===== config.mk =====
export PLATFORM = sky130hd
export DESIGN_NAME = cond_branch_unit
export DESIGN_NICKNAME = d
export VERILOG_FILES = /design/src/rtl/cond_branch_unit.sv
export SDC_FILE = /design/constraint.sdc
export NUM_CORES = 1
export LEC_CHECK = 0
export CAP_MARGIN = 20
export CORE_AREA = 8 8 45 47
export CTS_BUF_LIST = sky130_fd_sc_hd__clkbuf_8 sky130_fd_sc_hd__clkbuf_16
export DETAILED_ROUTE_END_ITERATION = 10
export DIE_AREA = 0 0 53 55
export PLACE_DENSITY = 0.68
export SYNTH_ARGS = -nofsm -noshare
export SYNTH_HDL_FRONTEND = slang
export SYNTH_SLANG_ARGS = --single-unit

===== constraint.sdc =====
create_clock -name clk -period 4.1 [get_ports clk]
set_clock_uncertainty 0.05 [all_clocks]
set_input_delay 0.41 -clock clk [delete_from_list [all_inputs] [get_ports clk]]
set_output_delay 0.41 -clock clk [all_outputs]
set_load 0.005 [all_outputs]

===== src/rtl/cond_branch_unit.sv =====
// cond_branch_unit: icc register, Bicc cond decode and delay-slot annul tracking.
// Define CC_BYPASS_EN to forward same-cycle ALU flags into the branch decode.
module cond_branch_unit #(
  parameter logic [3:0] ICC_RESET = 4'b0000
) (
  input  logic       clk,
  input  logic       reset,
  input  logic       cc_we,
  input  logic       alu_n,
  input  logic       alu_z,
  input  logic       alu_v,
  input  logic       alu_c,
  input  logic       br_valid,
  input  logic [3:0] cond,
  input  logic       annul_bit,
  input  logic       slot_valid,
  output logic [3:0] icc,
  output logic       cond_base,
  output logic       cond_inv,
  output logic       br_done,
  output logic       annul_slot,
  output logic       br_busy
);
  typedef enum logic {IDLE, SLOT} state_t;
  state_t state_q, state_d;
  logic [3:0] icc_q, icc_d, src, alu;
  logic [7:0] dec;
  logic cond_base_q, cond_base_d, cond_inv_q, cond_inv_d;
  logic br_done_q, br_done_d, annul_slot_q, annul_slot_d, br_busy_q, br_busy_d;
  logic base, take, slot_end;
  assign alu = {alu_n, alu_z, alu_v, alu_c};
`ifdef CC_BYPASS_EN
  assign src = (cc_we && br_valid) ? alu : icc_q;
`else
  assign src = icc_q;
`endif
  // src is {N,Z,V,C}; dec is indexed directly by cond[2:0]
  assign dec = {src[1], src[3], src[0], src[0] | src[2], src[3] ^ src[1],
                src[2] | (src[3] ^ src[1]), src[2], 1'b0};
  always_comb begin
    base         = dec[cond[2:0]];
    take         = (state_q == IDLE) && br_valid;
    slot_end     = (state_q == SLOT) && slot_valid;
    icc_d        = (cc_we && !((state_q == SLOT) && annul_slot_q)) ? alu : icc_q;
    state_d      = take ? SLOT : slot_end ? IDLE : state_q;
    cond_base_d  = take ? base : cond_base_q;
    cond_inv_d   = take ? cond[3] : cond_inv_q;
    br_done_d    = take;
    annul_slot_d = take ? annul_bit && ((cond[2:0] == 3'b000) || !(base ^ cond[3])) :
                   slot_end ? 1'b0 : annul_slot_q;
    br_busy_d    = take || (br_busy_q && !slot_end);
  end
  always_ff @(posedge clk) begin
    if (reset) begin
      state_q      <= IDLE;
      icc_q        <= ICC_RESET;
      cond_base_q  <= 1'b0;
      cond_inv_q   <= 1'b0;
      br_done_q    <= 1'b0;
      annul_slot_q <= 1'b0;
      br_busy_q    <= 1'b0;
    end else begin
      state_q      <= state_d;
      icc_q        <= icc_d;
      cond_base_q  <= cond_base_d;
      cond_inv_q   <= cond_inv_d;
      br_done_q    <= br_done_d;
      annul_slot_q <= annul_slot_d;
      br_busy_q    <= br_busy_d;
    end
  end
  assign icc        = icc_q;
  assign cond_base  = cond_base_q;
  assign cond_inv   = cond_inv_q;
  assign br_done    = br_done_q;
  assign annul_slot = annul_slot_q;
  assign br_busy    = br_busy_q;
endmodule


==> results of run 1 <==
==> per-layer routing <==
metal / up-vias / wire, µm
met1: 190 / 510
li1: 229 / -
met5: - / 0
met3: 2 / 116
met4: 0 / 11
met2: 14 / 516
==> through the flow <==
stage	area (µm²)	cells	hold WS, ns	util
2_1_floorplan	467.9	51	0.4283	-
3_3_place_gp	700.7	87	0.4230	0.5063
3_5_place_dp	700.7	87	0.4314	0.5063
4_1_cts	755.7	91	0.4405	0.5461
5_1_grt	755.7	91	0.4598	0.5461
6_report	755.7	91	0.4335	0.5461
==> layout by cell type, fill, tap and decap left out <==
cell and n:
sky130_fd_sc_hd__o21ai_0 1, sky130_fd_sc_hd__a21oi_1 3, sky130_fd_sc_hd__nor2_1 8, sky130_fd_sc_hd__or2b_1 1, sky130_fd_sc_hd__a21boi_1 1, sky130_fd_sc_hd__a311oi_1 1
sky130_fd_sc_hd__nor4_2 1, sky130_fd_sc_hd__nor3_1 1, sky130_fd_sc_hd__nand2b_1 4, sky130_fd_sc_hd__xnor2_1 1, sky130_fd_sc_hd__mux2i_1 6, sky130_fd_sc_hd__clkdlybuf4s50_1 22
sky130_fd_sc_hd__o21bai_1 1, sky130_fd_sc_hd__a22oi_1 1, sky130_fd_sc_hd__dfxtp_1 10, sky130_fd_sc_hd__or3_1 1, sky130_fd_sc_hd__a211oi_1 2, sky130_fd_sc_hd__nand2_1 1
sky130_fd_sc_hd__inv_1 1, sky130_fd_sc_hd__nand3b_1 1, sky130_fd_sc_hd__o2111a_1 1, sky130_fd_sc_hd__nor2b_1 2, sky130_fd_sc_hd__clkbuf_8 4
==> cell type report <==
class,instances,share of cell area
multi-input cells,38,0.3394
flip-flops and latches,10,0.2649
inverters,1,0.004967
clock buffers,4,0.07285
repair buffers,22,0.2914
well taps,16,0.02649
==> worst register-to-register path: stages, from the launching register on <==
cell                       delay [ns]
sky130_fd_sc_hd__dfxtp_1         0.37
sky130_fd_sc_hd__inv_1           0.07
sky130_fd_sc_hd__o2111a_1        0.26
sky130_fd_sc_hd__nor4_2          0.37
sky130_fd_sc_hd__xnor2_1         0.10
sky130_fd_sc_hd__a311oi_1        0.25
==> kinds of logic (layout without fill, tap and decap cells) <==
group,Yosys count,in the layout,share of synthesized area
DFF,10,10,0.4278
buffers and inverters,3,27,0.02406
AOI/OAI and AO/OA,11,11,0.1658
xor gates and xnor gates,1,1,0.01872
and+or+nand+nor,20,20,0.2353
muxes,6,6,0.1283
==> power groups by stage <==
stage | clock network, mW | logic [mW] | registers (mW)
6_report | 0.120 | 0.0484 | 0.110
5_1_grt | 0.131 | 0.0527 | 0.111
4_1_cts | 0.124 | 0.0492 | 0.110
3_5_place_dp | 0 | 0.0489 | 0.112
3_3_place_gp | 0 | 0.0484 | 0.112
2_1_floorplan | 0 | 0.0209 | 0.110
==> flip-flops by register name, indices dropped and copies added (netlist names) <==
| register | flops |
|---|---|
| cond_base | 1 |
| br_done | 1 |
| state_q | 1 |
| annul_slot | 1 |
| icc | 4 |
| br_busy | 1 |
| cond_inv | 1 |
==> path summary, 6_finish.rpt <==
| check | startpoint | cells after the start | to |
|---|---|---|---|
| worst max-delay path | cond[2] | 6 | annul_slot |
| worst min-delay path | br_busy | 2 | br_busy |
| worst max register to register | icc[3] | 5 | annul_slot |
| worst min register to register | br_busy | 2 | br_busy |
==> impl_metrics.prom, run 1 <==
# TYPE chip_impl_metric gauge
chip_impl_info{name="status",value="completed"} 1
chip_impl_metric{name="hold_viol_final",unit=""} 0
chip_impl_info{name="global_routing_s_busiest_layer",value="met2"} 1
chip_impl_metric{name="placement.io_buffers",unit=""} 22
chip_impl_metric{name="synthesis.area",unit="µm²"} 467.9
chip_impl_metric{name="irDropWorstVdd",unit="µV"} 368.7
chip_impl_metric{name="floorplan.rows",unit=""} 14
chip_impl_metric{name="antenna_violations_before_repair",unit=""} 0
chip_impl_metric{name="setup_total_negative_slack",unit="ns"} 0
chip_impl_metric{name="maximum_level_of_the_cts_h_tree",unit=""} 1
chip_impl_metric{name="sequential_cell_area_fraction_in_the_yosys_report",unit=""} 0.4278
chip_impl_metric{name="detail-route-antenna-nets",unit=""} 0
chip_impl_metric{name="total_wire_length",unit="µm"} 1154
chip_impl_metric{name="number_of_design_rule_violations_left_by_the_first_detailed_router_iteration",unit=""} 5
chip_impl_metric{name="dr.pass1.iters",unit=""} 4
chip_impl_metric{name="grt.total_usage",unit=""} 0.08388
chip_impl_metric{name="rrSetupSlack",unit="ns"} 2.55
chip_impl_metric{name="cts.repair.resized",unit=""} 0
chip_impl_metric{name="critical_path_arrival",unit="ns"} 1.95
chip_impl_metric{name="worst-endpoint-required",unit="ns"} 4.19
chip_impl_metric{name="ys_ff_latch",unit=""} 10
chip_impl_metric{name="tightest_slew",unit="ns"} 0.5377
chip_impl_metric{name="slew_violations",unit=""} 0
chip_impl_metric{name="finalWorstSetupSlack",unit="ns"} 2.244
chip_impl_metric{name="grt_util_met3",unit=""} 0.06150
chip_impl_metric{name="post_route_cells_drive_above_1_share",unit=""} 0.06667
chip_impl_metric{name="pwr-share-clk",unit=""} 0.430
chip_impl_metric{name="setup_viol",unit=""} 0
chip_impl_info{name="cp_cell_sequence",value="clkdlybuf4s50_1, nand2b_1, o2111a_1, nor4_2, xnor2_1, a311oi_1"} 1
chip_impl_metric{name="largest_buffer_count_on_any_clock_path",unit=""} 2
chip_impl_info{name="rsz0062_at_grt",value="no"} 1
chip_impl_metric{name="number_of_max_cap_violations",unit=""} 0
chip_impl_metric{name="die_ht",unit="µm"} 55
chip_impl_info{name="critPathTopFamily",value="buffers and inverters"} 1
chip_impl_metric{name="post-cts-setup-buffers",unit=""} 0
chip_impl_metric{name="dp_hpwl",unit="µm"} 891.6
chip_impl_info{name="post-synth-top-count-cell",value="sky130_fd_sc_hd__dfxtp_1"} 1
chip_impl_metric{name="maximum_number_of_pins_on_one_net_before_global_route_repair",unit=""} 11
chip_impl_metric{name="grt_first_pass_wirelength",unit="µm"} 1787
chip_impl_metric{name="vias_per_cell",unit=""} 4.780
chip_impl_metric{name="numCtsBuffers",unit=""} 3
chip_impl_metric{name="dieArea",unit="µm²"} 2915
chip_impl_metric{name="switching_power",unit="mW"} 0.05802
chip_impl_metric{name="nNetsFinal",unit=""} 90
chip_impl_metric{name="fillerInstances",unit=""} 137
chip_impl_info{name="cpMaxStageDelayCell",value="sky130_fd_sc_hd__clkdlybuf4s50_1"} 1
chip_impl_metric{name="syn-mean-instance-area",unit="µm²"} 9.175
chip_impl_info{name="worst_hold_path_type",value="reg -> reg"} 1
chip_impl_metric{name="synth_cells",unit=""} 51
chip_impl_info{name="synth_commonest_cells",value="10 x sky130_fd_sc_hd__dfxtp_1, 8 x sky130_fd_sc_hd__nor2_1, 6 x sky130_fd_sc_hd__mux2i_1"} 1
chip_impl_metric{name="io-pin-count",unit=""} 23
chip_impl_metric{name="power_switching_share",unit=""} 0.2088
chip_impl_metric{name="buffering_stage_count_on_the_worst_path_with_inverters_included",unit=""} 1
chip_impl_metric{name="holdBufCountCts",unit=""} 0
chip_impl_metric{name="starting_density_of_the_core",unit=""} 0.3382
chip_impl_info{name="setup.worst_path.end_class",value="flop"} 1
chip_impl_metric{name="cellPowerDensity",unit="nW/µm²"} 367.6
chip_impl_info{name="cts_tree",value="built"} 1
chip_impl_metric{name="dpl_worst_slack",unit="ns"} 1.992
chip_impl_metric{name="clock-sinks",unit=""} 10
chip_impl_info{name="type_of_element_launching_the_critical_path",value="primary input"} 1
chip_impl_metric{name="cpPeakStageDelay",unit="ns"} 0.56
chip_impl_metric{name="global_route.overflow_total",unit=""} 0
chip_impl_metric{name="static-leakage-power",unit="nW"} 0.2844
chip_impl_metric{name="antennaDiodeCount",unit=""} 0
chip_impl_metric{name="design.core.area",unit="µm²"} 1384
chip_impl_info{name="ys.flop_type",value="sky130_fd_sc_hd__dfxtp_1"} 1
chip_impl_metric{name="multi_input_gate_area_in_the_final_layout",unit="µm²"} 256.5
chip_impl_metric{name="cts.clk_slew.worst_paths",unit="ns"} 0.05
chip_impl_metric{name="gp_congestion",unit=""} 0.7689
chip_impl_metric{name="post-route-drc-count",unit=""} 0
chip_impl_metric{name="num_vias",unit=""} 435
chip_impl_info{name="synthTopCellsByArea",value="sky130_fd_sc_hd__dfxtp_1 43%, sky130_fd_sc_hd__mux2i_1 13%, sky130_fd_sc_hd__nor2_1 6.4%"} 1
chip_impl_metric{name="wl_per_cell",unit="µm"} 12.68
chip_impl_metric{name="grt_util_met2",unit=""} 0.1230
chip_impl_metric{name="synth_largest_type_area_fraction",unit=""} 0.4278
chip_impl_metric{name="post_synth_num_cell_types",unit=""} 22
chip_impl_metric{name="yosysWarningCount",unit=""} 0
chip_impl_metric{name="intPower",unit="mW"} 0.2198
chip_impl_metric{name="pwr-share-comb",unit=""} 0.174
chip_impl_metric{name="clk-insertion-delay-late",unit="ns"} 0.23
chip_impl_metric{name="syn-num-nets",unit=""} 65
chip_impl_metric{name="seqCellArea",unit="µm²"} 200.2
chip_impl_metric{name="globalRouteMet1Util",unit=""} 0.09356
chip_impl_metric{name="grt_pass1_vias",unit=""} 402
chip_impl_metric{name="synth_enable_flop_cells",unit=""} 0
chip_impl_metric{name="area.growth.synth_to_final",unit="%"} 61.50
chip_impl_metric{name="seq_power_share",unit=""} 0.395
chip_impl_metric{name="synth_async_sr_flop_share",unit=""} 0
chip_impl_info{name="cts_root_cell",value="sky130_fd_sc_hd__clkbuf_8"} 1
chip_impl_metric{name="die_width",unit="µm"} 53
chip_impl_metric{name="finalCriticalPeriod",unit="ns"} 1.856
chip_impl_info{name="criticalPathCategory",value="in -> reg"} 1
chip_impl_metric{name="crit_path_max_fanout",unit=""} 6
chip_impl_metric{name="timing.fmax",unit="MHz"} 538.8
chip_impl_metric{name="slew-limit-headroom",unit=""} 0.6407
chip_impl_metric{name="final_min_period_over_clock_period",unit=""} 0.4527
chip_impl_metric{name="total_power",unit="mW"} 0.2778
chip_impl_info{name="synth_area_leader_cell",value="sky130_fd_sc_hd__dfxtp_1"} 1
Power figures use the tool's default switching activity.
==> run 2, diff against run 1 <==
CORE_AREA = unset   (was 8 8 45 47)
CORE_MARGIN = 8   (was unset)
CORE_UTILIZATION = 34   (was unset)
DIE_AREA = unset   (was 0 0 53 55)
PLACE_DENSITY = 0.69   (was 0.68)
clock period = 1.69 ns   (was 4.1 ns; I/O delays follow)
==> run 2 against run 1 <==
Net effect:
- utilization increased by 4.7 points
- cell count increased by 1.1%
- via count increased by 5.1%
- cell area increased by 2.2%
- clock power increased by 97%
- largest cell class unchanged
- register-to-register slack got worse by 2.4 ns
==> impl_metrics.prom, run 2 (synthesis results as in run 1) <==
# TYPE chip_impl_metric gauge
chip_impl_metric{name="finalCriticalPeriod",unit="ns"} 1.554
chip_impl_metric{name="cellPowerDensity",unit="nW/µm²"} 816.3
chip_impl_metric{name="gp_congestion",unit=""} 0.7488
chip_impl_metric{name="post_route_cells_drive_above_1_share",unit=""} 0.09091
chip_impl_metric{name="rr_worst_depth",unit=""} 5
chip_impl_metric{name="maximum_number_of_pins_on_one_net_before_global_route_repair",unit=""} 11
chip_impl_metric{name="rrSetupSlack",unit="ns"} 0.17
chip_impl_metric{name="crit_path_max_fanout",unit=""} 6
chip_impl_metric{name="clk-insertion-delay-late",unit="ns"} 0.23
chip_impl_metric{name="io-pin-count",unit=""} 23
chip_impl_info{name="cts_tree",value="built"} 1
chip_impl_metric{name="wl_per_cell",unit="µm"} 12.82
chip_impl_metric{name="fillerInstances",unit=""} 123
chip_impl_info{name="most_frequent_standard_cell_in_the_layout_excluding_fill_and_tap_cells",value="sky130_fd_sc_hd__clkdlybuf4s50_1"} 1
chip_impl_metric{name="grt_first_pass_wirelength",unit="µm"} 1938
chip_impl_metric{name="hold_viol_final",unit=""} 0
chip_impl_metric{name="irDropWorstVdd",unit="µV"} 734.2
chip_impl_metric{name="maximum_level_of_the_cts_h_tree",unit=""} 1
chip_impl_metric{name="setup_total_negative_slack",unit="ns"} 0
chip_impl_info{name="worst_r2r_src",value="icc[3]"} 1
chip_impl_metric{name="static-leakage-power",unit="nW"} 0.2967
chip_impl_metric{name="die_ht",unit="µm"} 53.10
chip_impl_info{name="setup.worst_path.end_class",value="flop"} 1
chip_impl_metric{name="final_min_period_over_clock_period",unit=""} 0.9197
chip_impl_info{name="cp_cell_sequence",value="clkdlybuf4s50_1, mux2i_1, o21ai_0, nor4_4, xnor2_1, a311oi_1"} 1
chip_impl_info{name="worst_hold_path_type",value="reg -> reg"} 1
chip_impl_metric{name="seqCellArea",unit="µm²"} 200.2
chip_impl_info{name="mostFrequentLayoutCells",value="22 x sky130_fd_sc_hd__clkdlybuf4s50_1, 10 x sky130_fd_sc_hd__dfxtp_1, 8 x sky130_fd_sc_hd__nor2_1"} 1
chip_impl_info{name="worstSetupStartpoint",value="cond[1]"} 1
chip_impl_metric{name="die_width",unit="µm"} 53.10
chip_impl_metric{name="multi_input_gate_area_in_the_final_layout",unit="µm²"} 265.3
chip_impl_metric{name="clock-sinks",unit=""} 10
chip_impl_metric{name="slew-limit-headroom",unit=""} 0.7660
chip_impl_metric{name="largest_register_ff_count",unit=""} 4
chip_impl_metric{name="slew_violations",unit=""} 0
chip_impl_info{name="crit_path_end",value="annul_slot"} 1
chip_impl_metric{name="finalNonFillerCells",unit=""} 92
chip_impl_metric{name="number_of_design_rule_violations_left_by_the_first_detailed_router_iteration",unit=""} 2
chip_impl_metric{name="starting_density_of_the_core",unit=""} 0.3596
chip_impl_metric{name="timing.fmax",unit="MHz"} 643.4
chip_impl_metric{name="detail-route-antenna-nets",unit=""} 0
chip_impl_metric{name="design.core.area",unit="µm²"} 1301
chip_impl_metric{name="numPlacedInstances",unit=""} 89
chip_impl_metric{name="cts.clk_slew.worst_paths",unit="ns"} 0.05
chip_impl_metric{name="final.hold.worst_slack",unit="ns"} 0.4465
chip_impl_info{name="rsz0062_at_grt",value="no"} 1
chip_impl_metric{name="post-route-drc-count",unit=""} 0
chip_impl_metric{name="largest_buffer_count_on_any_clock_path",unit=""} 2
chip_impl_metric{name="dieArea",unit="µm²"} 2820
chip_impl_metric{name="dr.pass1.iters",unit=""} 4
chip_impl_metric{name="antenna_violations_before_repair",unit=""} 0
chip_impl_metric{name="nNetsFinal",unit=""} 93
chip_impl_metric{name="critical_path_arrival",unit="ns"} 1.64
chip_impl_metric{name="numCtsBuffers",unit=""} 3
chip_impl_info{name="criticalPathCategory",value="in -> reg"} 1
chip_impl_info{name="worstReg2RegEnd",value="annul_slot"} 1
chip_impl_metric{name="vias_per_cell",unit=""} 4.967
chip_impl_metric{name="grt.total_usage",unit=""} 0.09188
chip_impl_metric{name="dp_hpwl",unit="µm"} 951
chip_impl_metric{name="global_route.overflow_total",unit=""} 0
chip_impl_info{name="cpMaxStageDelayCell",value="sky130_fd_sc_hd__clkdlybuf4s50_1"} 1
chip_impl_metric{name="antennaDiodeCount",unit=""} 0
chip_impl_metric{name="area.growth.synth_to_final",unit="%"} 64.97
chip_impl_metric{name="num_vias",unit=""} 457
chip_impl_metric{name="cpPeakStageDelay",unit="ns"} 0.59
chip_impl_metric{name="setup_viol",unit=""} 0
chip_impl_info{name="cts_root_cell",value="sky130_fd_sc_hd__clkbuf_8"} 1
chip_impl_metric{name="worst-endpoint-required",unit="ns"} 1.78
chip_impl_metric{name="floorplan.rows",unit=""} 13
chip_impl_metric{name="grt_pass1_vias",unit=""} 469
chip_impl_metric{name="total_wire_length",unit="µm"} 1179
chip_impl_info{name="type_of_element_launching_the_critical_path",value="primary input"} 1
chip_impl_metric{name="tightest_slew",unit="ns"} 0.3499
chip_impl_info{name="status",value="completed"} 1
chip_impl_metric{name="placement.io_buffers",unit=""} 22
chip_impl_metric{name="number_of_max_cap_violations",unit=""} 0
## run 2: cell types whose count changed in the layout (fill, tap and decap cells not counted), sizes merged
cell,previous run,this run
clkbuf,4,3
buf,0,3
## run 2: repair_timing
item                                    CTS  global route
endpoints found under the hold margin     0             0
setup buffers                             0             0
endpoints found under the setup margin    0             1
gates resized for setup                   0             1
hold buffers                              0             0
## run 2: worst min path at each step
stage / startpoint / endpoint / depth (start not counted)
after floorplan: slot_valid / state_q / 1
after global placement: cond_inv / cond_inv / 2
after detailed placement: br_busy / br_busy / 2
after CTS: br_busy / br_busy / 2
after global routing: cond_base / cond_base / 2
final: br_busy / br_busy / 2
## run 2: worst max-delay path: cells and delay by family
kind	cells	cell delay (ns)
simple gates	1	0.20
buf+inv	1	0.59
mux	1	0.20
compound gates	2	0.39
xor+xnor	1	0.10
## run 2: area by class of cell
| type | count | share of cell area |
|---|---|---|
| inverters | 1 | 0.004862 |
| flip-flops and latches | 10 | 0.2593 |
| clock buffers | 3 | 0.05348 |
| multi-input cells | 38 | 0.3436 |
| repair buffers | 25 | 0.3144 |
| well taps | 15 | 0.02431 |
## run 2: stage by stage
step | power (mW) | cell area [µm²] | setup slack [ns] | util
floorplan | 0.3187 | 467.9 | 0.2546 | -
global placement | 0.3957 | 721.9 | -0.05912 | 0.5548
detailed placement | 0.3969 | 721.9 | -0.1232 | 0.5548
CTS | 0.6379 | 763.2 | 0.1136 | 0.5865
global route | 0.6694 | 772.0 | 0.03159 | 0.5933
finish | 0.6302 | 772.0 | 0.1357 | 0.5933
## run 2: layer usage
metal	wire, µm	vias up	GRT usage
met5	0	-	0
met4	0	0	0.02521
met3	94	0	0.06723
met2	570	11	0.1445
met1	514	212	0.09524
li1	-	234	-
## run 2: power breakdown
part / switching (mW) / internal [mW] / total, mW / leakage (nW)
clock network: 0.0815 / 0.155 / 0.237 / 0.0216
logic: 0.0440 / 0.0831 / 0.127 / 0.192
registers: 0.0134 / 0.253 / 0.267 / 0.0827
total: 0.139 / 0.491 / 0.630 / 0.297
